`config.mk`:
```
export PLATFORM = sky130hd
export DESIGN_NAME = mcp3002_reader
export DESIGN_NICKNAME = d
export VERILOG_FILES = /design/src/rtl/mcp3002_reader.sv
export SDC_FILE = /design/constraint.sdc
export NUM_CORES = 1
export LEC_CHECK = 0
export BUFFER_PORTS_ARGS = -buffer_cell sky130_fd_sc_hd__buf_2
export CORE_ASPECT_RATIO = 0.8
export CORE_UTILIZATION = 45
export DETAILED_ROUTE_END_ITERATION = 6
export GPL_ROUTABILITY_DRIVEN = 0
export PLACE_DENSITY = 0.69
export SLEW_MARGIN = 30
export SYNTH_ARGS = -nofsm -noshare
export SYNTH_HDL_FRONTEND = slang
export SYNTH_SLANG_ARGS = --single-unit
```
`constraint.sdc`:
```
create_clock -name clk -period 5.9 [get_ports clk]
set_clock_uncertainty 0.15 [all_clocks]
set_input_delay 1.77 -clock clk [delete_from_list [all_inputs] [get_ports clk]]
set_output_delay 1.77 -clock clk [all_outputs]
set_load 0.01 [all_outputs]
```
`src/rtl/mcp3002_reader.sv`:
```
// SPI master for the MCP3002 10-bit ADC: periodic single-ended conversions,
// each result delivered as a 10-bit word with a one-cycle valid strobe.
module mcp3002_reader #(
  parameter int CLK_FREQ          = 48_000_000,
  parameter int MCP3002_CLK_FREQ  = 800_000,
  parameter int ADC_SAMPLING_FREQ = 48_000,
  parameter bit FAST_SIMULATION   = 1'b0
) (
  input  logic       clk,
  input  logic       rst_n,
  input  logic       enable,
  input  logic       channel,
  output logic       adc_cs,
  output logic       adc_clk,
  output logic       adc_din,
  input  logic       adc_dout,
  output logic [9:0] sample_data,
  output logic       sample_valid,
  output logic       busy
);

  localparam int SCLK_FREQ      = FAST_SIMULATION ? 12_000_000 : MCP3002_CLK_FREQ;
  localparam int FS_FREQ        = FAST_SIMULATION ? 600_000 : ADC_SAMPLING_FREQ;
  localparam int HALF           = CLK_FREQ / (2 * SCLK_FREQ);
  localparam int SAMPLING_CYCLE = CLK_FREQ / FS_FREQ;
  localparam int TW             = (SAMPLING_CYCLE > 2) ? $clog2(SAMPLING_CYCLE) : 1;
  localparam int HW             = (HALF > 1) ? $clog2(HALF + 1) : 1;

  if ((HALF < 1) || (2 * HALF * 16 >= SAMPLING_CYCLE)) begin : g_timing_check
    $error("mcp3002_reader: a frame does not fit inside one sampling period");
  end

  typedef enum logic [2:0] {
    S_IDLE,
    S_SETUP,
    S_HIGH,
    S_LOW,
    S_DONE
  } state_t;

  state_t          state_r, state_n;
  logic [TW-1:0]   tcnt_r;
  logic            tick_s;
  logic [HW-1:0]   hcnt_r, hcnt_n;
  logic [3:0]      bit_r, bit_n;
  logic [9:0]      shreg_r, shreg_n;
  logic            chan_r, chan_n;
  logic            cs_r, cs_n;
  logic            sclk_r, sclk_n;
  logic            din_r, din_n;
  logic [9:0]      data_r, data_n;
  logic            valid_r, valid_n;
  logic            busy_r, busy_n;
  logic            half_end_s;

  // Command bit driven before rising edge r: start, SGL, ODD, MSBF, then zeros.
  function automatic logic cmd_bit(input logic [3:0] r, input logic odd);
    case (r)
      4'd1:    cmd_bit = 1'b1;
      4'd2:    cmd_bit = 1'b1;
      4'd3:    cmd_bit = odd;
      4'd4:    cmd_bit = 1'b1;
      default: cmd_bit = 1'b0;
    endcase
  endfunction

  // Sampling timer: free-running while enabled, parked at zero otherwise.
  always_ff @(posedge clk or negedge rst_n) begin
    if (!rst_n) begin
      tcnt_r <= '0;
    end else if (!enable) begin
      tcnt_r <= '0;
    end else if (tcnt_r == TW'(SAMPLING_CYCLE - 1)) begin
      tcnt_r <= '0;
    end else begin
      tcnt_r <= tcnt_r + TW'(1);
    end
  end

  assign tick_s     = enable && (tcnt_r == TW'(SAMPLING_CYCLE - 1));
  assign half_end_s = (hcnt_r == HW'(HALF - 1));

  // Frame sequencer: computes the next value of every register, pins included.
  always_comb begin
    state_n = state_r;
    hcnt_n  = hcnt_r;
    bit_n   = bit_r;
    shreg_n = shreg_r;
    chan_n  = chan_r;
    cs_n    = cs_r;
    sclk_n  = sclk_r;
    din_n   = din_r;
    data_n  = data_r;
    valid_n = 1'b0;
    busy_n  = busy_r;
    case (state_r)
      S_IDLE: begin
        cs_n   = 1'b1;
        sclk_n = 1'b0;
        if (tick_s) begin
          chan_n  = channel;
          cs_n    = 1'b0;
          din_n   = 1'b1;
          busy_n  = 1'b1;
          hcnt_n  = '0;
          shreg_n = '0;
          state_n = S_SETUP;
        end else begin
          state_n = S_IDLE;
        end
      end
      S_SETUP: begin
        if (half_end_s) begin
          hcnt_n  = '0;
          bit_n   = 4'd1;
          sclk_n  = 1'b1;
          state_n = S_HIGH;
        end else begin
          hcnt_n  = hcnt_r + HW'(1);
        end
      end
      S_HIGH: begin
        if (half_end_s) begin
          hcnt_n  = '0;
          shreg_n = {shreg_r[8:0], adc_dout};
          sclk_n  = 1'b0;
          din_n   = cmd_bit(bit_r + 4'd1, chan_r);
          state_n = S_LOW;
        end else begin
          hcnt_n  = hcnt_r + HW'(1);
        end
      end
      S_LOW: begin
        if (!half_end_s) begin
          hcnt_n = hcnt_r + HW'(1);
        end else if (bit_r == 4'd15) begin
          hcnt_n  = '0;
          cs_n    = 1'b1;
          din_n   = 1'b0;
          data_n  = shreg_r;
          valid_n = 1'b1;
          busy_n  = 1'b0;
          state_n = S_DONE;
        end else begin
          hcnt_n  = '0;
          bit_n   = bit_r + 4'd1;
          sclk_n  = 1'b1;
          state_n = S_HIGH;
        end
      end
      S_DONE: begin
        bit_n   = 4'd0;
        state_n = S_IDLE;
      end
      default: begin
        cs_n    = 1'b1;
        sclk_n  = 1'b0;
        din_n   = 1'b0;
        busy_n  = 1'b0;
        state_n = S_IDLE;
      end
    endcase
  end

  // State and output registers; reset drops CS and SCLK at once, aborting any frame.
  always_ff @(posedge clk or negedge rst_n) begin
    if (!rst_n) begin
      state_r <= S_IDLE;
      hcnt_r  <= '0;
      bit_r   <= 4'd0;
      shreg_r <= 10'd0;
      chan_r  <= 1'b0;
      cs_r    <= 1'b1;
      sclk_r  <= 1'b0;
      din_r   <= 1'b0;
      data_r  <= 10'd0;
      valid_r <= 1'b0;
      busy_r  <= 1'b0;
    end else begin
      state_r <= state_n;
      hcnt_r  <= hcnt_n;
      bit_r   <= bit_n;
      shreg_r <= shreg_n;
      chan_r  <= chan_n;
      cs_r    <= cs_n;
      sclk_r  <= sclk_n;
      din_r   <= din_n;
      data_r  <= data_n;
      valid_r <= valid_n;
      busy_r  <= busy_n;
    end
  end

  assign adc_cs       = cs_r;
  assign adc_clk      = sclk_r;
  assign adc_din      = din_r;
  assign sample_data  = data_r;
  assign sample_valid = valid_r;
  assign busy         = busy_r;

endmodule

```
==> flow_summary.ini, run 1 <==
[layout]
layout_commonest_cell = dfrtp_1
areaGrowthSynthToFinish_pct = 8.80
fillers = 474
drive_gt1_share_pct = 20.8
num_antenna_cells = 0
mostFrequentLayoutCells = 47 x dfrtp_1, 23 x nor2_1, 18 x buf_2
fin_nets = 243
finalInstanceArea_sq_um = 2540

[route]
drcViolationCount = 0
drt_iter0_drc = 117
wirelength_um = 4230
via_count = 1615
antenna_left = 0
via_per_inst = 5.51
dr.pass1.iters = 4
routedWlPerCell_um = 14.5

[synth]
synth_top_area_share_pct = 50.4
synth_top_area_cell = dfrtp_1
yosysWarnings = 0
synth-seq-cells = 48
syn-cell-area_sq_um = 2330
synth_seq_area_share_pct = 51.6
synth_edf_count = 0
synth.distinct_cells = 47
synthTopCellsByArea = dfrtp_1 50%, mux2_2 5.8%, a22o_1 4.5%
synth_flop_cell = dfrtp_1
syn-num-nets = 225
synthCells = 212
ys_async_sr_fraction_pct = 100
synth.avg_cell_area_sq_um = 11.0

[floorplan]
num_io_pins = 20
chipWidth_um = 82.5
num_rows = 23
initial_core_util_pct = 46.6
die-area_sq_um = 5480
core-area_sq_um = 5010
die_h_um = 66.4

[sta]
rsz0062_at_grt = false
hold_viol = 0
finalMaxSlewViolations = 0
hold_slack_ns = 0.313
fin_crit_ns = 3.04
tns_ns = 0
max_freq_mhz = 329
finalSetupViolCount = 0
slew_headroom_pct = 38.5
timing.final.crit_share_pct = 51.5
max_slew.worst_pin.slew_ns = 0.919

[worst_setup_path]
required_ns = 5.93
path_max_fanout = 5
critPathLaunchType = input pin
arrival_ns = 3.07
worstSetupPathType = input pin to register
cp-end-kind = register

[global_routing]
gr-total-overflow = 0
grt_pass1_vias = 1512
grt_pass1_wl_um = 7080
grtUsageTotal_pct = 17.5
antenna_found_initial = 0
grt_max_degree = 49

[clocking]
cts_buffer_depth = 2
cts_setup_buffers = 0
clk_pin_slew_ns = 0.09
cts_made_buffers = 5
htreeDepth = 2
clock-sinks = 48
hold_buffers = 0
clkLatencyLatePin_ns = 0.30
post_cts_resized = 0
cts_tree = yes
ctsRootBufferMaster = clkbuf_8

[power_and_ir_drop]
clkPwrFrac_pct = 37.1
power_switching_w = 0.000121
power_w = 0.000551
ir_worst_vdd_uv = 132
p_leak_nw = 1.22
p_int_w = 0.000431
seqPwrFrac_pct = 60.4
p_sw_share_pct = 21.9
combinationalPowerShare_pct = 2.4
powerDensity_nw_per_um2 = 217

[status]
status = finished clean

[placement]
dpl-instance-area_sq_um = 2440
dp_hpwl_um = 2940
portBuffers = 19

[flow_run]
drv_cap = 0

[worst_hold_path]
hp-class = register to register
-- power by group through the flow --
stage	clock, W	sequential (W)	combinational, W
2_1_floorplan	0	0.000339	0.00000425
3_3_place_gp	0	0.000340	0.0000136
3_5_place_dp	0	0.000340	0.0000139
4_1_cts	0.000212	0.000333	0.0000140
5_1_grt	0.000226	0.000334	0.0000163
6_report	0.000205	0.000333	0.0000134
-- path summary, 6_finish.rpt --
check / start / endpoint / slack, ns / cells after the start
min in group asynchronous: rst_n / shreg_r[5] / 1.31 / 1
hold reg to reg: tcnt_r[0] / tcnt_r[0] / 0.31 / 1
hold / removal: tcnt_r[0] / tcnt_r[0] / 0.31 / 1
setup reg to reg: bit_r[0] / sample_data[7] / 3.23 / 5
setup / recovery: enable / chan_r / 2.86 / 5
max in group asynchronous: rst_n / tcnt_r[6] / 3.86 / 1
-- per-layer routing --
metal	part of all wire [%]	wire length (um)	global-route usage [%]
met1	51	2180	25.8
met4	0.97	41	5.82
met3	3.0	127	4.14
met5	0	0	0
met2	45	1890	25.0
-- cell type report --
type / count / area, sq um / share of cell area [%]
Clock buffer: 6 / 82.6 / 3.25
Clock inverter: 2 / 13.8 / 0.542
Inverter: 5 / 18.8 / 0.740
Multi-Input combinational cell: 151 / 1040 / 41.2
Sequential cell: 48 / 1200 / 47.4
Tap cell: 62 / 77.6 / 3.06
Timing Repair Buffer: 19 / 97.6 / 3.85
-- synthesized netlist by cell type, drive strengths merged (2+ instances only) --
cell     n
and2     2
clkbuf   6
a22o    12
mux2    12
nor4b    2
dfrtp   47
inv      5
a21o     3
nor3     5
nand4    3
nand2   14
o21ai    7
xnor2    6
and3     5
nand2b   4
nor2b    2
ha       8
nand3   10
buf      2
or2      2
a211oi   3
xor2     3
a21oi    8
nor2    24
-- stage by stage --
stage	instances	setup WS, ns	util [%]
floorplan	212	2.74	-
global placement	285	2.57	48.7
detailed placement	285	2.55	48.8
CTS	293	2.86	50.7
global route	293	2.80	50.7
finish	293	2.86	50.7
-- worst max-delay path: stages --
cell	delay, ns
buf_2	0.11
or2b_1	0.22
or4_4	0.44
nor2_1	0.17
mux2_2	0.35
-- kinds of logic (layout without fill, tap and decap cells) --
group                    after synthesis  after routing  share of synthesized area (%)
buffers and inverters                 13             32                           3.65
multiplexers                          12             12                           5.79
XOR/XNOR                               9              9                           3.38
AND/OR/NAND/NOR                       79             79                           18.1
adder cells (fa/ha/maj)                8              8                           4.29
AO/OA/AOI/OAI                         43             43                           13.2
flip-flops                            48             48                           51.6
-- registers in the layout, summed over array words and instances, names as in the netlist --
| register | cells |
|---|---|
| adc_clk | 1 |
| adc_din | 1 |
| busy | 1 |
| shreg_r | 10 |
| bit_r | 4 |
| sample_valid | 1 |
| hcnt_r | 5 |
| state_r | 3 |
| adc_cs | 1 |
| tcnt_r | 10 |
| chan_r | 1 |
| sample_data | 10 |
(Power assumes the default switching activity.)
==> run 2, diff against run 1 <==
ABC_AREA = 1   (was default)
clock period = 2.9 ns   (was 5.9 ns; I/O delays follow)
==> run 2 against run 1 <==
  * Sequential power is 100% higher
  * Highest routed layer unchanged
  * Global-route usage is essentially flat
  * Utilization increased by 1.0 points
  * Count of clock-buffer cells in the layout is the same
  * Combinational power up 99%
  * Sequential share of layout area decreased by 0.94 points
  * Non-clock buffer count is 2 higher
  * Routed wire length shrank 2.2%
  * Die area decreased by 0.11%
  * Power rose by 100%
==> flow_summary.ini, run 2 <==
[status]
status = finished clean

[route]
drt_iter0_drc = 74
antenna_left = 0
wirelength_um = 4140
drcViolationCount = 0
via_count = 1707
routedWlPerCell_um = 11.7
dr.pass1.iters = 4
via_per_inst = 4.81

[floorplan]
die-area_sq_um = 5470
die_h_um = 66.4
core-area_sq_um = 5010
initial_core_util_pct = 46.5
chipWidth_um = 82.4
num_io_pins = 20
num_rows = 23

[layout]
num_antenna_cells = 0
fillers = 489
layout_commonest_cell = nand2_1
stdcell_count = 355
finalInstanceArea_sq_um = 2590
fin_nets = 305
mostFrequentLayoutCells = 65 x nand2_1, 47 x dfrtp_1, 35 x inv_1
drive_gt1_share_pct = 18.1
areaGrowthSynthToFinish_pct = 11.1

[placement]
portBuffers = 19
place_ws_ns = 0.964
dp.cells = 347
dpl-instance-area_sq_um = 2490
dp_hpwl_um = 3080

[synth]
ys_async_sr_fraction_pct = 100
synth.distinct_cells = 29
synth_flop_cell = dfrtp_1
yosysWarnings = 0
synthTopCellsByArea = dfrtp_1 50%, nand2_1 10%, inv_1 5.6%
synthCells = 266
synth_edf_count = 0
synth-seq-cells = 48
synth_top_area_cell = dfrtp_1
synth_seq_area_share_pct = 51.6
syn-num-nets = 279
syn-cell-area_sq_um = 2330
synth_top_area_share_pct = 50.5
synth.avg_cell_area_sq_um = 8.76
synthTopCellsByCount = 65 x nand2_1, 47 x dfrtp_1, 35 x inv_1
synth.most_common_cell = nand2_1

[worst_setup_path]
r2r_cells = 10
endpoint = adc_cs
critical_path.cell_chain = buf_2
critical_path.slowest_cell = dfstp_2
regToRegStartpoint = bit_r[0]
worstSetupPathType = register to output pin
max_stage_delay_ns = 0.53
r2r_end = busy
cp-startpoint = adc_cs
cpLargestDelayFamily = flip-flops
critPathLaunchType = register
arrival_ns = 0.94
crit_cells = 1
r2r_slack_ns = 0.99
worst-path-buf-inv = 1
cp-end-kind = output pin
path_max_fanout = 2
required_ns = 1.88

[clocking]
clk_pin_slew_ns = 0.09
ctsRootBufferMaster = clkbuf_8
cts_setup_buffers = 0
clock-sinks = 48
htreeDepth = 2
clkLatencyLatePin_ns = 0.29
cts_made_buffers = 5
cts_buffer_depth = 2
post_cts_resized = 0
cts_tree = yes
hold_buffers = 0

[sta]
finalSetupViolCount = 0
rsz0062_at_grt = false
max_freq_mhz = 511
finalMaxSlewViolations = 0
fin_crit_ns = 1.96
fin_ws_ns = 0.942
slew_headroom_pct = 74.0
tns_ns = 0
timing.final.crit_share_pct = 67.5
max_slew.worst_pin.slew_ns = 0.387
hold_viol = 0

[power_and_ir_drop]
power_w = 0.00111
powerDensity_nw_per_um2 = 430
p_leak_nw = 1.46
ir_worst_vdd_uv = 257

[flow_run]
drv_cap = 0

[global_routing]
grtUsageTotal_pct = 17.5
antenna_found_initial = 0
grt_max_degree = 22
gr-total-overflow = 0
grt_pass1_vias = 1513
grt_pass1_wl_um = 7060

[worst_hold_path]
hp-class = input pin to asynchronous set/reset pin
run 2: layout make-up:
type                       count  area (sq um)  share of cell area, %
clock inverter                 2          15.0                  0.580
tap                           62          77.6                   3.00
clock buffer                   6          82.6                   3.19
timing repair buffer          21           110                   4.25
sequential                    48          1200                   46.4
multi-input combinational    179           955                   36.9
inverter                      37           146                   5.65
run 2: stage by stage:
stage	utilization [%]	hold WS, ns
after floorplan	-	0.283
after global placement	49.8	0.300
after detailed placement	49.8	0.308
after CTS	51.7	0.326
after global routing	51.7	0.333
final	51.7	0.317
run 2: worst register-to-register path: stages, from the launching register on:
cell and delay (ns):
dfrtp_1 0.44, ha_1 0.20, nand2_1 0.10, nor2_2 0.18
nand2_2 0.14, nand2_2 0.12, nand2_1 0.11, nor2_1 0.18
nand2_1 0.07, nand2_1 0.06, nand2_1 0.05
run 2: layer usage:
layer | global-route usage [%] | up-vias | wire length, um
met5 | 0 | - | 0
met4 | 3.95 | 0 | 23
met3 | 4.14 | 2 | 163
met2 | 23.9 | 28 | 1660
met1 | 27.5 | 779 | 2300
li1 | - | 898 | -
run 2: logic make-up after synthesis:
logic type | after synthesis | share of synthesized area (%)
and+or+nand+nor | 128 | 24.9
DFF | 48 | 51.6
AOI/OAI and AO/OA | 39 | 10.3
buffers and inverters | 39 | 7.41
adders and majority gates | 8 | 4.30
xor gates and xnor gates | 4 | 1.50
run 2: power breakdown:
part	internal (W)	total [W]	switching, W
registers	0.000672	0.000674	0.00000216
clock network	0.000193	0.000413	0.000220
logic	0.00000693	0.0000267	0.0000198
run 2: worst min path at each step:
| stage | from | end | depth (start not counted) |
|---|---|---|---|
| 5_1_grt | rst_n | sample_data[9] | 1 |
| 2_1_floorplan | tcnt_r[0] | tcnt_r[0] | 1 |
| 3_5_place_dp | shreg_r[0] | shreg_r[0] | 2 |
| 6_report | rst_n | sample_data[5] | 1 |
| 4_1_cts | rst_n | sample_data[5] | 1 |
| 3_3_place_gp | tcnt_r[0] | tcnt_r[0] | 1 |
